==> src/rtl/instr_fetch_unit_pkg.sv <==
// instr_fetch_unit_pkg: shared pipeline constants and the fetch-entry record.
package instr_fetch_unit_pkg;
  localparam logic [31:0] RESET_PC_DEF = 32'h0000_0000;
  localparam int WORD_SHIFT = 2;
  localparam logic [31:0] NOP_INSTR = 32'h0000_0013;
  typedef struct packed {
    logic [31:0] pc;
    logic [31:0] instr;
  } fetch_entry_t;
endpackage

==> src/rtl/ifu_fetch_queue.sv <==
// ifu_fetch_queue: small FIFO of fetched {pc, instr} entries with flush.
module ifu_fetch_queue
  import instr_fetch_unit_pkg::*;
#(
  parameter int DEPTH = 2,
  localparam int AW = $clog2(DEPTH)
) (
  input  logic         clk,
  input  logic         rst,
  input  logic         i_push,
  input  logic         i_pop,
  input  logic         i_flush,
  input  fetch_entry_t i_wr_data,
  output fetch_entry_t o_head,
  output logic [AW:0]  o_count
);
  fetch_entry_t r_mem [DEPTH];
  logic [AW-1:0] r_rd, r_wr;
  logic [AW:0] r_count;
  assign o_head = r_mem[r_rd];
  assign o_count = r_count;
  always_ff @(posedge clk) begin
    if (rst) begin
      r_rd <= '0;
      r_wr <= '0;
      r_count <= '0;
      for (int i = 0; i < DEPTH; i++) r_mem[i] <= '0;
    end else if (i_flush) begin
      r_rd <= '0;
      r_wr <= '0;
      r_count <= '0;
    end else begin
      if (i_push) begin
        r_mem[r_wr] <= i_wr_data;
        r_wr <= r_wr + 1'b1;
      end
      if (i_pop) r_rd <= r_rd + 1'b1;
      r_count <= r_count + (AW+1)'(i_push) - (AW+1)'(i_pop);
    end
  end
endmodule

==> src/rtl/instr_fetch_unit.sv <==
// instr_fetch_unit: IF stage owning the PC, feeding decode through a fetch queue.
// Optional IFU_MISALIGN_CHECK_EN flags misaligned redirects and halts fetch.
module instr_fetch_unit
  import instr_fetch_unit_pkg::*;
#(
  parameter logic [31:0] RESET_PC = RESET_PC_DEF,
  parameter int FQ_DEPTH = 2
) (
  input  logic        clk,
  input  logic        reset,
  output logic [31:0] imem_addr,
  input  logic [31:0] imem_instr,
  input  logic        redirect_valid,
  input  logic [31:0] redirect_target,
  output logic        id_valid,
  input  logic        id_ready,
  output logic [31:0] id_instr,
  output logic [31:0] id_pc,
  output logic        misalign_err
);
  localparam int CW = $clog2(FQ_DEPTH) + 1;
  localparam logic [CW-1:0] FULL = CW'(FQ_DEPTH);
  logic [31:0] r_pc;
  logic [CW-1:0] w_count;
  logic w_pop, w_push, w_unused;
  fetch_entry_t w_head;
  assign id_valid = w_count != '0;
  assign id_pc = w_head.pc;
  assign id_instr = w_head.instr;
  assign imem_addr = r_pc >> WORD_SHIFT;
  // Redirect overrides both queue ports for the cycle.
  assign w_pop = id_valid && id_ready && !redirect_valid;
  assign w_push = !redirect_valid && !misalign_err && (w_count != FULL || w_pop);
`ifdef IFU_MISALIGN_CHECK_EN
  logic r_misalign;
  assign misalign_err = r_misalign;
  assign w_unused = ^r_pc[1:0];
  always_ff @(posedge clk) begin
    if (reset) r_misalign <= 1'b0;
    else if (redirect_valid && redirect_target[1:0] != 2'b00) r_misalign <= 1'b1;
  end
`else
  assign misalign_err = 1'b0;
  assign w_unused = ^{r_pc[1:0], redirect_target[1:0]};
`endif
  always_ff @(posedge clk) begin
    if (reset) r_pc <= RESET_PC;
    else if (redirect_valid) r_pc <= {redirect_target[31:2], 2'b00};
    else if (w_push) r_pc <= r_pc + 32'd4;
  end
  ifu_fetch_queue #(.DEPTH(FQ_DEPTH)) u_fq (
    .clk       (clk),
    .rst       (reset),
    .i_push    (w_push),
    .i_pop     (w_pop),
    .i_flush   (redirect_valid),
    .i_wr_data ('{pc: r_pc, instr: imem_instr}),
    .o_head    (w_head),
    .o_count   (w_count)
  );
endmodule

==> config.mk <==
export PLATFORM = sky130hd
export DESIGN_NAME = instr_fetch_unit
export DESIGN_NICKNAME = d
export VERILOG_FILES = /design/src/rtl/instr_fetch_unit_pkg.sv /design/src/rtl/ifu_fetch_queue.sv /design/src/rtl/instr_fetch_unit.sv
export SDC_FILE = /design/constraint.sdc
export NUM_CORES = 1
export LEC_CHECK = 0
export BUFFER_PORTS_ARGS = -buffer_cell sky130_fd_sc_hd__clkbuf_2
export CORE_ASPECT_RATIO = 0.75
export CORE_MARGIN = 5
export CORE_UTILIZATION = 55
export CTS_CLUSTER_DIAMETER = 50
export DETAILED_ROUTE_END_ITERATION = 7
export GPL_TIMING_DRIVEN = 0
export PLACE_DENSITY = 0.81
export SETUP_SLACK_MARGIN = 0.3
export SYNTH_ARGS = -nofsm -noshare
export SYNTH_HDL_FRONTEND = slang
export SYNTH_SLANG_ARGS = --single-unit
==> constraint.sdc <==
create_clock -name clk -period 8.1 [get_ports clk]
set_input_delay 2.025 -clock clk [delete_from_list [all_inputs] [get_ports clk]]
set_output_delay 2.025 -clock clk [all_outputs]
set_load 0.01 [all_outputs]
; ---- After elaboration in Yosys (flattened, before gate mapping)
; Memory sizes are Yosys's and may differ from the RTL's. A register that Yosys moved wholly into a read port is not among the register bits.
; Cells that the tools add are included.
; Widths: inputs -> output; s select.
[op_classes]
muxes = 13
n_reduce_logical = 9
n_eq_ne = 1
n_addsub = 5
[op_table]
columns = cell, count
row1 = $mux 32, 2
row2 = $mux 64, 1
row3 = $reduce_or 64->1, 1
row4 = $add 32x3->32 const B, 1
row5 = $mux 1, 10
row6 = $reduce_bool 2->1, 2
row7 = $logic_and 1x1->1, 3
row8 = $add 1x1->1 const B, 2
row9 = $add 2x1->2, 1
row10 = $ne 2x2->1 const B, 1
row11 = $reduce_or 2->1, 1
row12 = $sub 2x1->2, 1
row13 = $logic_not 1->1, 1
row14 = $logic_or 1x1->1, 1
[word_totals]
memories = 1
ff_bits = 36
ramBits = 128
in_bits = 68
[memory_table]
columns = memory, depth, width, read_ports, rd_clocked_by_memory_dff, wr, line_no
row1 = u_fq.r_mem, 2, 64, 1, 1, 2, ifu_fetch_queue.sv:17  ; fetch_entry_t r_mem [DEPTH];

; ---- Longest topological paths before layout
; Gate-level depths: netlist (run 1).
[logic_depth]
ltp_word = 11
depth_mapped = 9
ltp_nobuf = 9

; ---- Modules after synthesis
; From an unflattened synthesis (run 1), not the netlist that was laid out.
[hier_totals]
cells_unflattened = 598
hier_area_um2 = 7651.1
[by_module_without_submodules]
columns = module, seq_area_each_um2, n_inst, cells_each, area_per_inst_um2
row1 = ifu_fetch_queue, 3943.8, 1, 378, 5881.9
row2 = instr_fetch_unit, 600.6, 1, 220, 1769.2

; ---- Worst setup path before layout (run 1)
; Ideal clock, no wire load.
[synth_timing]
kind = input-to-reg
start = input redirect_valid
end = memory u_fq.r_mem[0][0] in the netlist's numbering (enable)
slack_ps = 706
arrival_time_ps = 6826
required_time_ps = 7532
n_path_buf = 1
setup_ps = 568
path_stages = 4
path_cell_list = clkbuf_1 inv_2 o21ai_0 o21ai_0
[synth_rtl]
columns = element, line_no
row1 = start: declaration, instr_fetch_unit.sv:13  ; input logic redirect_valid,
row2 = end: declaration, ifu_fetch_queue.sv:17

==> results of run 1 <==
[worst paths after layout]
kind	cells past startpoint	from	slack (ps)	end
setup / recovery	7	reset	3450	u_fq.r_mem[1][23]$_SDFFCE_PN0P_
hold / removal	2	u_fq.r_rd$_SDFFE_PP0N_	540	u_fq.r_rd$_SDFFE_PP0N_
setup reg to reg	5	u_fq.o_count[1]$_SDFF_PP0_	5160	u_fq.r_mem[1][23]$_SDFFCE_PN0P_
hold reg to reg	2	u_fq.r_rd$_SDFFE_PP0N_	540	u_fq.r_rd$_SDFFE_PP0N_
[metrics by stage]
stage | instances | hold slack, ps | total power [mW] | instance area, µm² | setup slack [ps]
finish | 983 | 538 | 1.92 | 9130 | 3450
global route | 983 | 569 | 1.99 | 9130 | 3340
CTS | 983 | 531 | 1.93 | 9130 | 3520
detailed placement | 951 | 518 | 1.19 | 8580 | 3060
global placement | 949 | 487 | 1.18 | 8520 | -1920
floorplan | 618 | 472 | 1.09 | 7520 | 706
[cell usage in the layout, fill, tap and decap left out, drive strengths merged, types with 3 or more instances in the layout]
cell type / instances
a211oi: 10
a311oi: 9
a31oi: 8
and2: 60
and3: 64
and4: 3
buf: 15
clkbuf: 218
clkinv: 8
conb: 5
dfxtp: 35
edfxtp: 124
ha: 3
inv: 14
mux2: 62
nand2: 20
nand3: 14
nand4: 9
nor2: 25
nor3: 12
o211ai: 7
o21ai: 9
o311ai: 3
o31ai: 8
o41ai: 4
or2: 4
or3: 3
or4: 14
or4b: 4
xnor2: 8
xor2: 6
[cell type report]
cell class | instances | area share
Buffer | 56 | 0.0258
Clock buffer | 19 | 0.0474
Clock inverter | 13 | 0.0126
Inverter | 11 | 0.00452
Multi-Input combinational cell | 392 | 0.311
Sequential cell | 159 | 0.485
Tap cell | 175 | 0.0240
Timing Repair Buffer | 158 | 0.0899
[registers in the layout, summed over array words and instances, names as in the netlist, named ones only]
register      count
u_fq.r_mem      124
r_pc             30
u_fq.o_count      2
u_fq.r_rd         1
u_fq.r_wr         1
[kinds of logic (layout without fill, tap and decap cells)]
logic type / after synthesis / count (layout)
AOI/OAI and AO/OA: 70 / 70
xor gates and xnor gates: 14 / 14
adders and majority gates: 3 / 3
buffers and inverters: 67 / 257
DFF: 159 / 159
muxes: 62 / 62
other: 1 / 5
and+or+nand+nor: 238 / 238
[per-layer routing]
metal,vias to the layer above,share of wire
met5,-,0
met4,0,0.017
met3,34,0.12
met2,368,0.45
met1,2806,0.41
li1,2673,-
[worst reg2reg max path, stage by stage, from the launching register on]
cell      delay, ps
dfxtp_1         410
nor3b_1         640
nor2_1          380
clkbuf_1        340
nand2_1         190
nand2_4         490
[power breakdown]
part	switching [mW]	internal, mW	total (mW)	leakage, nW
clock network	0.324	0.423	0.747	0.265
registers	0.0315	0.932	0.963	1.61
logic	0.123	0.0856	0.208	1.99
total	0.478	1.44	1.92	3.87
==> flow_summary.ini, run 1 <==
[place]
hpwl_um = 13400
gp_congestion = 0.888
portBuffers = 156

[run]
maxCapViolations = 0

[synth]
synth_area_leaders = edfxtp_1 (50%), dfxtp_1 (9.3%), mux2_2 (9.3%)
synth_top_area_share = 0.496
synth_compound_area_frac = 0.0687
synthFlopType = edfxtp_1
synth_area_leader_cell = edfxtp_1
synthTopCellsByCount = edfxtp_1 (124), and3_1 (62), mux2_2 (62), and2_1 (59), clkbuf_1 (43)
yosysWarnings = 0
synth_edf_count = 124
synth.ff_latch_count = 159
synth-async-reset-ratio = 0
synth.avg_cell_area_um2 = 12.2
synth_adder_area_share = 0.00500
syn-cell-area_um2 = 7500
synth.most_common_cell = edfxtp_1
synthMuxAreaShare = 0.0930
yosysSeqAreaShare = 0.590
yosys.area_share.simple = 0.190
synthCells = 614
yosysUniqueCellTypes = 50
synth_top_family_by_area = simple AND/OR/NAND/NOR gates
synth_xor_area_frac = 0.0163

[floorplan]
placementRows = 37
die_h_um = 111
start_util = 0.553
die_x_um = 145
dieArea_um2 = 16100
io_pins = 166
core_area_um2 = 13600

[clock_tree]
cts_tree = yes
post_cts_buffers = 0
numCtsBuffers = 17
cts_resized = 0
cts.hold.buffers_added = 0
clock_latency_ps = 430
root_buffer = clkbuf_16
cts_max_path_buffers = 2
numClockSinks = 159
clk_pin_slew_ps = 60
h-tree-depth = 4

[timing]
finalMaxSlewViolations = 0
fin_crit_ps = 4650
rsz0062_at_grt = no
clock_skew_ps = 9.38
tightest_slew_ps = 888
post-route-period-util = 0.575
maxSlewHeadroom = 0.407
setup_viol = 0
setup_tns_ps = 0
final_hold_viol_count = 0
fmax_mhz = 215

[final_layout]
n_antenna_cell = 0
final-seq-area_um2 = 4420
layout-drive-gt1-share = 0.337
nNetsFinal = 866
fillers = 1025
syn2layout_area_growth_pct = 21.6
multi_input_area_um2 = 2840
fin_util = 0.673

[grt]
grt_start_max_net_pins = 63
grt_pass1_wl_um = 30400
grtUsageMet2 = 0.361
busiest_layer = met2
antenna_found_initial = 0
grt_overflow = 0
grt_pass1_vias = 5990
use_met1 = 0.337
gr-usage-all-layers = 0.243
gr-usage-met3 = 0.0716

[detailed_routing]
viasPerCell = 5.98
post_drt_wl_per_cell_um = 19.8
via_count = 5881
ant_nets = 0
first_pass_iters = 6
drtIter0Drc = 508
drc = 0
finalWirelength_um = 19400

[worst_setup_path]
cp-start-kind = input pin
critPathMaxStageDelay_ps = 700
worstPathMaxFanout = 62
endpoint_kind = register
worstPathArrival_ps = 4700
slowest_stage = nand2_4
crit_family = simple AND/OR/NAND/NOR gates
path_class = in -> reg
critical_path_buf_inv_count = 3
worstPathCellList = clkbuf_1 > or2_2 > buf_2 > nor2_1 > clkbuf_1 > nand2_1 > nand2_4
crit_required_ps = 8150
crit_top_cell = clkbuf_1

[outcome]
status = finished, final reports clean

[pwr]
power_density_nw_per_um2 = 210
power_leakage_nw = 3.87
ir_drop_mv = 0.158

[worst_hold_path]
hold_path.class = reg -> reg
(Power assumes the default switching activity.)
==> inputs of run 2 (changes only) <==
Settings changed: ABC_AREA set to 1, CORE_UTILIZATION 55 to 49, PLACE_DENSITY 0.81 to 0.76.
Clock period 8.1 ns to 3.8 ns, I/O delays scaled along.
==> run 2 against run 1 <==
Effect of this change:
- die area rose by 12%
- sequential cell count did not move
- setup slack worse by 2600 ps
- largest power group unchanged
- core utilization shrank 6.7 points
- highest routed layer unchanged
- non-clock buffer count is 22 lower
==> flow_summary.ini, run 2 <==
[final_layout]
layout_common_cells = clkbuf_2 (157), nor2_1 (155), edfxtp_1 (124)
final_cell_area_um2 = 9220
syn2layout_area_growth_pct = 21.7
final_common_cell = clkbuf_2
n_antenna_cell = 0
layout-drive-gt1-share = 0.339
regMostFlops = u_fq.r_mem
largest_register_ffs = 124
nNetsFinal = 1001

[pwr]
power_leakage_nw = 3.96
ir_drop_mv = 0.314
power_density_nw_per_um2 = 446
totalPowerFinal_mw = 4.11

[synth]
synth_area_leader_cell = edfxtp_1
synth_compound_area_frac = 0.0543
synth_area_leaders = edfxtp_1 (49%), dfxtp_1 (9.2%), mux2_2 (9.2%)
synth_top_area_share = 0.491
synthCells = 750
synth.most_common_cell = nor2_1
synth_xor_area_frac = 0.00347
yosysSeqAreaShare = 0.584
synth.avg_cell_area_um2 = 10.1
yosys.area_share.simple = 0.193
syn-cell-area_um2 = 7580
synth.ff_latch_count = 159
yosysWarnings = 0
synth_adder_area_share = 0.00495
synthFlopType = edfxtp_1
synth-async-reset-ratio = 0
synthTopCellsByCount = nor2_1 (155), edfxtp_1 (124), nand2_1 (103), inv_1 (79), mux2_2 (62)
synth_edf_count = 124
synth_top_family_by_area = simple AND/OR/NAND/NOR gates
yosysUniqueCellTypes = 35
synthMuxAreaShare = 0.0921

[clock_tree]
cts_tree = yes
cts_max_path_buffers = 2
cts_resized = 0
cts.hold.buffers_added = 0
numClockSinks = 159
post_cts_buffers = 0
numCtsBuffers = 17
root_buffer = clkbuf_16
h-tree-depth = 4
clk_pin_slew_ps = 60
clock_latency_ps = 430

[timing]
rsz0062_at_grt = no
final_hold_viol_count = 0
tightest_slew_ps = 916
setup_tns_ps = 0
setup_viol = 0
fin_crit_ps = 2990
fmax_mhz = 335
finalMaxSlewViolations = 0
maxSlewHeadroom = 0.389
clock_skew_ps = 10.8
post-route-period-util = 0.787

[floorplan]
die_h_um = 118
dieArea_um2 = 18100
io_pins = 166
die_x_um = 154
core_area_um2 = 15200
start_util = 0.498
placementRows = 39

[detailed_routing]
finalWirelength_um = 18700
viasPerCell = 5.12
ant_nets = 0
via_count = 5875
drtIter0Drc = 403
drc = 0
first_pass_iters = 4
post_drt_wl_per_cell_um = 16.3

[worst_setup_path]
r2r_end = u_fq.r_mem[0][20]$_SDFFCE_PN0P_
path_class = reg -> out
endpoint = id_instr[17]
worstPathArrival_ps = 2040
ff2ff_setup_slack_ps = 1300
r2r_cells = 7
cp-start-kind = register
endpoint_kind = primary output
timing.rr.start = u_fq.o_count[0]$_SDFF_PP0_
crit_required_ps = 2850
worstPathMaxFanout = 10

[place]
dpl_cell_area_um2 = 8650
hpwl_um = 13100
portBuffers = 157
gp_congestion = 0.908

[grt]
grt_pass1_vias = 5802
gr-usage-all-layers = 0.209
grt_start_max_net_pins = 63
grt_overflow = 0
grt_pass1_wl_um = 30100
antenna_found_initial = 0

[outcome]
status = finished, final reports clean

[run]
maxCapViolations = 0

[worst_hold_path]
hold_path.class = reg -> reg
## run 2: kinds of logic (layout without fill, tap and decap cells)
kind of cell    after synthesis  after routing
xor+xnor                      3              3
buf+inv                     121            310
other cells                   1              5
flops                       159            159
simple gates                333            333
mux                          62             62
compound gates               68             68
fa+ha+maj                     3              3
## run 2: stage by stage
step	hold slack, ps	utilization	std cells	setup slack (ps)
6_report	486	0.606	1148	811
5_1_grt	523	0.606	1148	688
4_1_cts	481	0.606	1148	767
3_5_place_dp	470	0.568	1116	410
3_3_place_gp	463	0.567	1116	-1010
2_1_floorplan	448	-	754	295
## run 2: worst min path at each step
stage	end	slack, ps	from	depth (start not counted)
final	u_fq.r_rd$_SDFFE_PP0N_	490	u_fq.r_rd$_SDFFE_PP0N_	2
after global routing	u_fq.r_rd$_SDFFE_PP0N_	520	u_fq.r_rd$_SDFFE_PP0N_	2
after CTS	u_fq.r_rd$_SDFFE_PP0N_	480	u_fq.r_rd$_SDFFE_PP0N_	2
after floorplan	register	450	u_fq.r_rd$_SDFFE_PP0N_	2
after detailed placement	u_fq.r_rd$_SDFFE_PP0N_	470	u_fq.r_rd$_SDFFE_PP0N_	2
after global placement	u_fq.r_rd$_SDFFE_PP0N_	460	u_fq.r_rd$_SDFFE_PP0N_	2
## run 2: per-layer routing
layer | routed length [µm] | up-vias | track usage
met2 | 8500 | 248 | 0.328
met1 | 8410 | 2757 | 0.294
li1 | - | 2845 | -
met3 | 1470 | 25 | 0.0470
met5 | 0 | - | 0
met4 | 289 | 0 | 0.0601
## run 2: worst max-delay path, cell delays in order, from the launching register on
cell and delay (ps):
dfxtp_1 320, clkbuf_1 400, buf_2 380, mux2_2 380, clkbuf_2 140
## run 2: final cells by class
cell class | instances | area [µm²]
fillers | 1324 | 6000
clock inverters | 15 | 149
flip-flops and latches | 159 | 4420
inverters | 86 | 323
plain buffers | 35 | 188
well taps | 205 | 256
repair buffers | 157 | 786
multi-input cells | 474 | 2670
clock buffers | 17 | 425
## run 2: report_power, final
part / leakage (nW) / switching [mW] / internal (mW)
clock network: 0.279 / 0.746 / 0.920
logic: 2.09 / 0.254 / 0.162
registers: 1.59 / 0.0529 / 1.98
total: 3.96 / 1.05 / 3.06
==> inputs of run 3 (changes only) <==
Settings changed: ABC_AREA 1 to 0, CORE_UTILIZATION 49 to 55, PLACE_DENSITY 0.76 to 0.81.
Clock period 3.8 ns to 2.9 ns, I/O delays scaled along.
==> run 3 against run 2 <==
Effect of this change:
- final cell count shrank 14%
- sequential cell count unchanged
- register-to-register slack worse by 900 ps
- largest cell class unchanged
==> flow_summary.ini, run 3 (synthesis gave the netlist of run 1 again) <==
[final_layout]
multi_input_area_um2 = 2900
fin_cells = 985
largest_register_ffs = 124
regMostFlops = u_fq.r_mem
syn2layout_area_growth_pct = 22.9
final-seq-area_um2 = 4420
layout_common_cells = clkbuf_2 (160), edfxtp_1 (124), mux2_2 (62), and3_1 (62), and2_1 (59)
layout-drive-gt1-share = 0.356
final_common_cell = clkbuf_2
fillers = 1027
nNetsFinal = 868
n_antenna_cell = 0

[clock_tree]
clk_pin_slew_ps = 60
clock_latency_ps = 420
cts_tree = yes
h-tree-depth = 4
cts_max_path_buffers = 2
numClockSinks = 159
numCtsBuffers = 17
root_buffer = clkbuf_16

[worst_setup_path]
worstPathMaxFanout = 26
cp-start-kind = register
r2r_end = u_fq.r_mem[0][20]$_SDFFCE_PN0P_
cp-startpoint = u_fq.o_count[0]$_SDFF_PP0_
timing.rr.start = u_fq.o_count[0]$_SDFF_PP0_
path_depth = 5
endpoint_kind = register
ff2ff_setup_slack_ps = 400
crit_family = compound AO/OA/AOI/OAI gates
worstPathCellList = nand2b_1 > clkbuf_1 > o21ai_2 > o21ai_4 > buf_12
slowest_stage = o21ai_4
path_class = reg -> reg
endpoint = u_fq.r_mem[0][20]$_SDFFCE_PN0P_
worstPathArrival_ps = 2620
critical_path_buf_inv_count = 2
crit_required_ps = 3020
r2r_cells = 5
critPathMaxStageDelay_ps = 640

[pwr]
power.share.sequential = 0.498
power_leakage_nw = 3.93
p_clk_frac = 0.392
combPwrFrac = 0.110
p_sw_mw = 1.30
p_sw_frac = 0.241
power_density_nw_per_um2 = 586
ir_drop_mv = 0.462
intPower_mw = 4.10

[grt]
grt_overflow = 0
grt_pass1_wl_um = 30200
gr-usage-all-layers = 0.241
grt_start_max_net_pins = 32
grt_pass1_vias = 5916
antenna_found_initial = 0

[place]
dp_cells = 951
portBuffers = 156
hpwl_um = 13300
gp_congestion = 0.924
place_ws_ps = -445

[timing]
fin_crit_ps = 2500
fin_hold_ws_ps = 529
tightest_slew_ps = 830
maxSlewHeadroom = 0.446
final_hold_viol_count = 0
clock_skew_ps = 6.59
rsz0062_at_grt = yes
setup_viol = 0
post-route-period-util = 0.862
fmax_mhz = 400
finalMaxSlewViolations = 0
worst_slack_ps = 401

[detailed_routing]
finalWirelength_um = 19200
viasPerCell = 5.87
drtIter0Drc = 447
first_pass_iters = 5
post_drt_wl_per_cell_um = 19.5
drc = 0
via_count = 5785
ant_nets = 0

[worst_hold_path]
min_from = u_fq.r_rd$_SDFFE_PP0N_
hold_path.class = reg -> reg

[floorplan]
core_area_um2 = 13600
die_x_um = 145
dieArea_um2 = 16100
io_pins = 166
placementRows = 37
die_h_um = 111
start_util = 0.553

[outcome]
status = finished, final reports clean

[run]
maxCapViolations = 0
==> run 3: routing by layer <==
layer / GRT usage / vias to the layer above / share of wire
li1: - / 2684 / -
met3: 0.0664 / 21 / 0.11
met2: 0.363 / 303 / 0.45
met4: 0.0696 / 0 / 0.012
met5: 0 / - / 0
met1: 0.343 / 2777 / 0.43
==> run 3: layout make-up <==
| type | count | area share |
|---|---|---|
| inverters | 11 | 0.00448 |
| clock buffers | 20 | 0.0473 |
| repair buffers | 158 | 0.0898 |
| multi-input cells | 394 | 0.315 |
| well taps | 175 | 0.0237 |
| flip-flops and latches | 159 | 0.480 |
| plain buffers | 56 | 0.0274 |
| clock inverters | 12 | 0.0130 |
==> run 3: worst min path at each step <==
stage                              to  cells after the start  slack [ps]
6_report                     register                      2         530
3_5_place_dp                 register                      2         490
5_1_grt          r_pc[2]$_SDFFE_PP0P_                      3         570
4_1_cts                      register                      2         530
2_1_floorplan                register                      2         470
3_3_place_gp   u_fq.r_rd$_SDFFE_PP0N_                      2         490
==> run 3: worst reg2reg max path: cells and delay by family, from the launching register on <==
kind / cells / cell delay [ps]
DFF: 1 / 400
buffers and inverters: 2 / 740
AOI/OAI and AO/OA: 2 / 790
and+or+nand+nor: 1 / 250
==> run 3: metrics by stage <==
step                setup TNS [ps]  utilization  cell area (µm²)  total power [mW]
floorplan                        0            -             7550              3.04
global route                     0        0.680             9230              5.60
CTS                              0        0.678             9190              5.42
detailed placement          -38600        0.634             8600              3.32
global placement            -59530        0.631             8550              3.29
finish                           0        0.680             9230              5.41
==> run 3: timing repair <==
item	in CTS	in global routing
hold buffers	0	0
setup buffers	0	0
pin swaps	1	1
setup endpoints to repair	172	145
cloned	1	1
resized for setup	10	13
==> run 3: power groups by stage <==
stage	sequential [mW]	clock, mW	combinational [mW]
global route	2.70	2.24	0.651
detailed placement	2.74	0	0.583
finish	2.69	2.12	0.595
CTS	2.69	2.13	0.593
global placement	2.73	0	0.562
floorplan	2.72	0	0.321
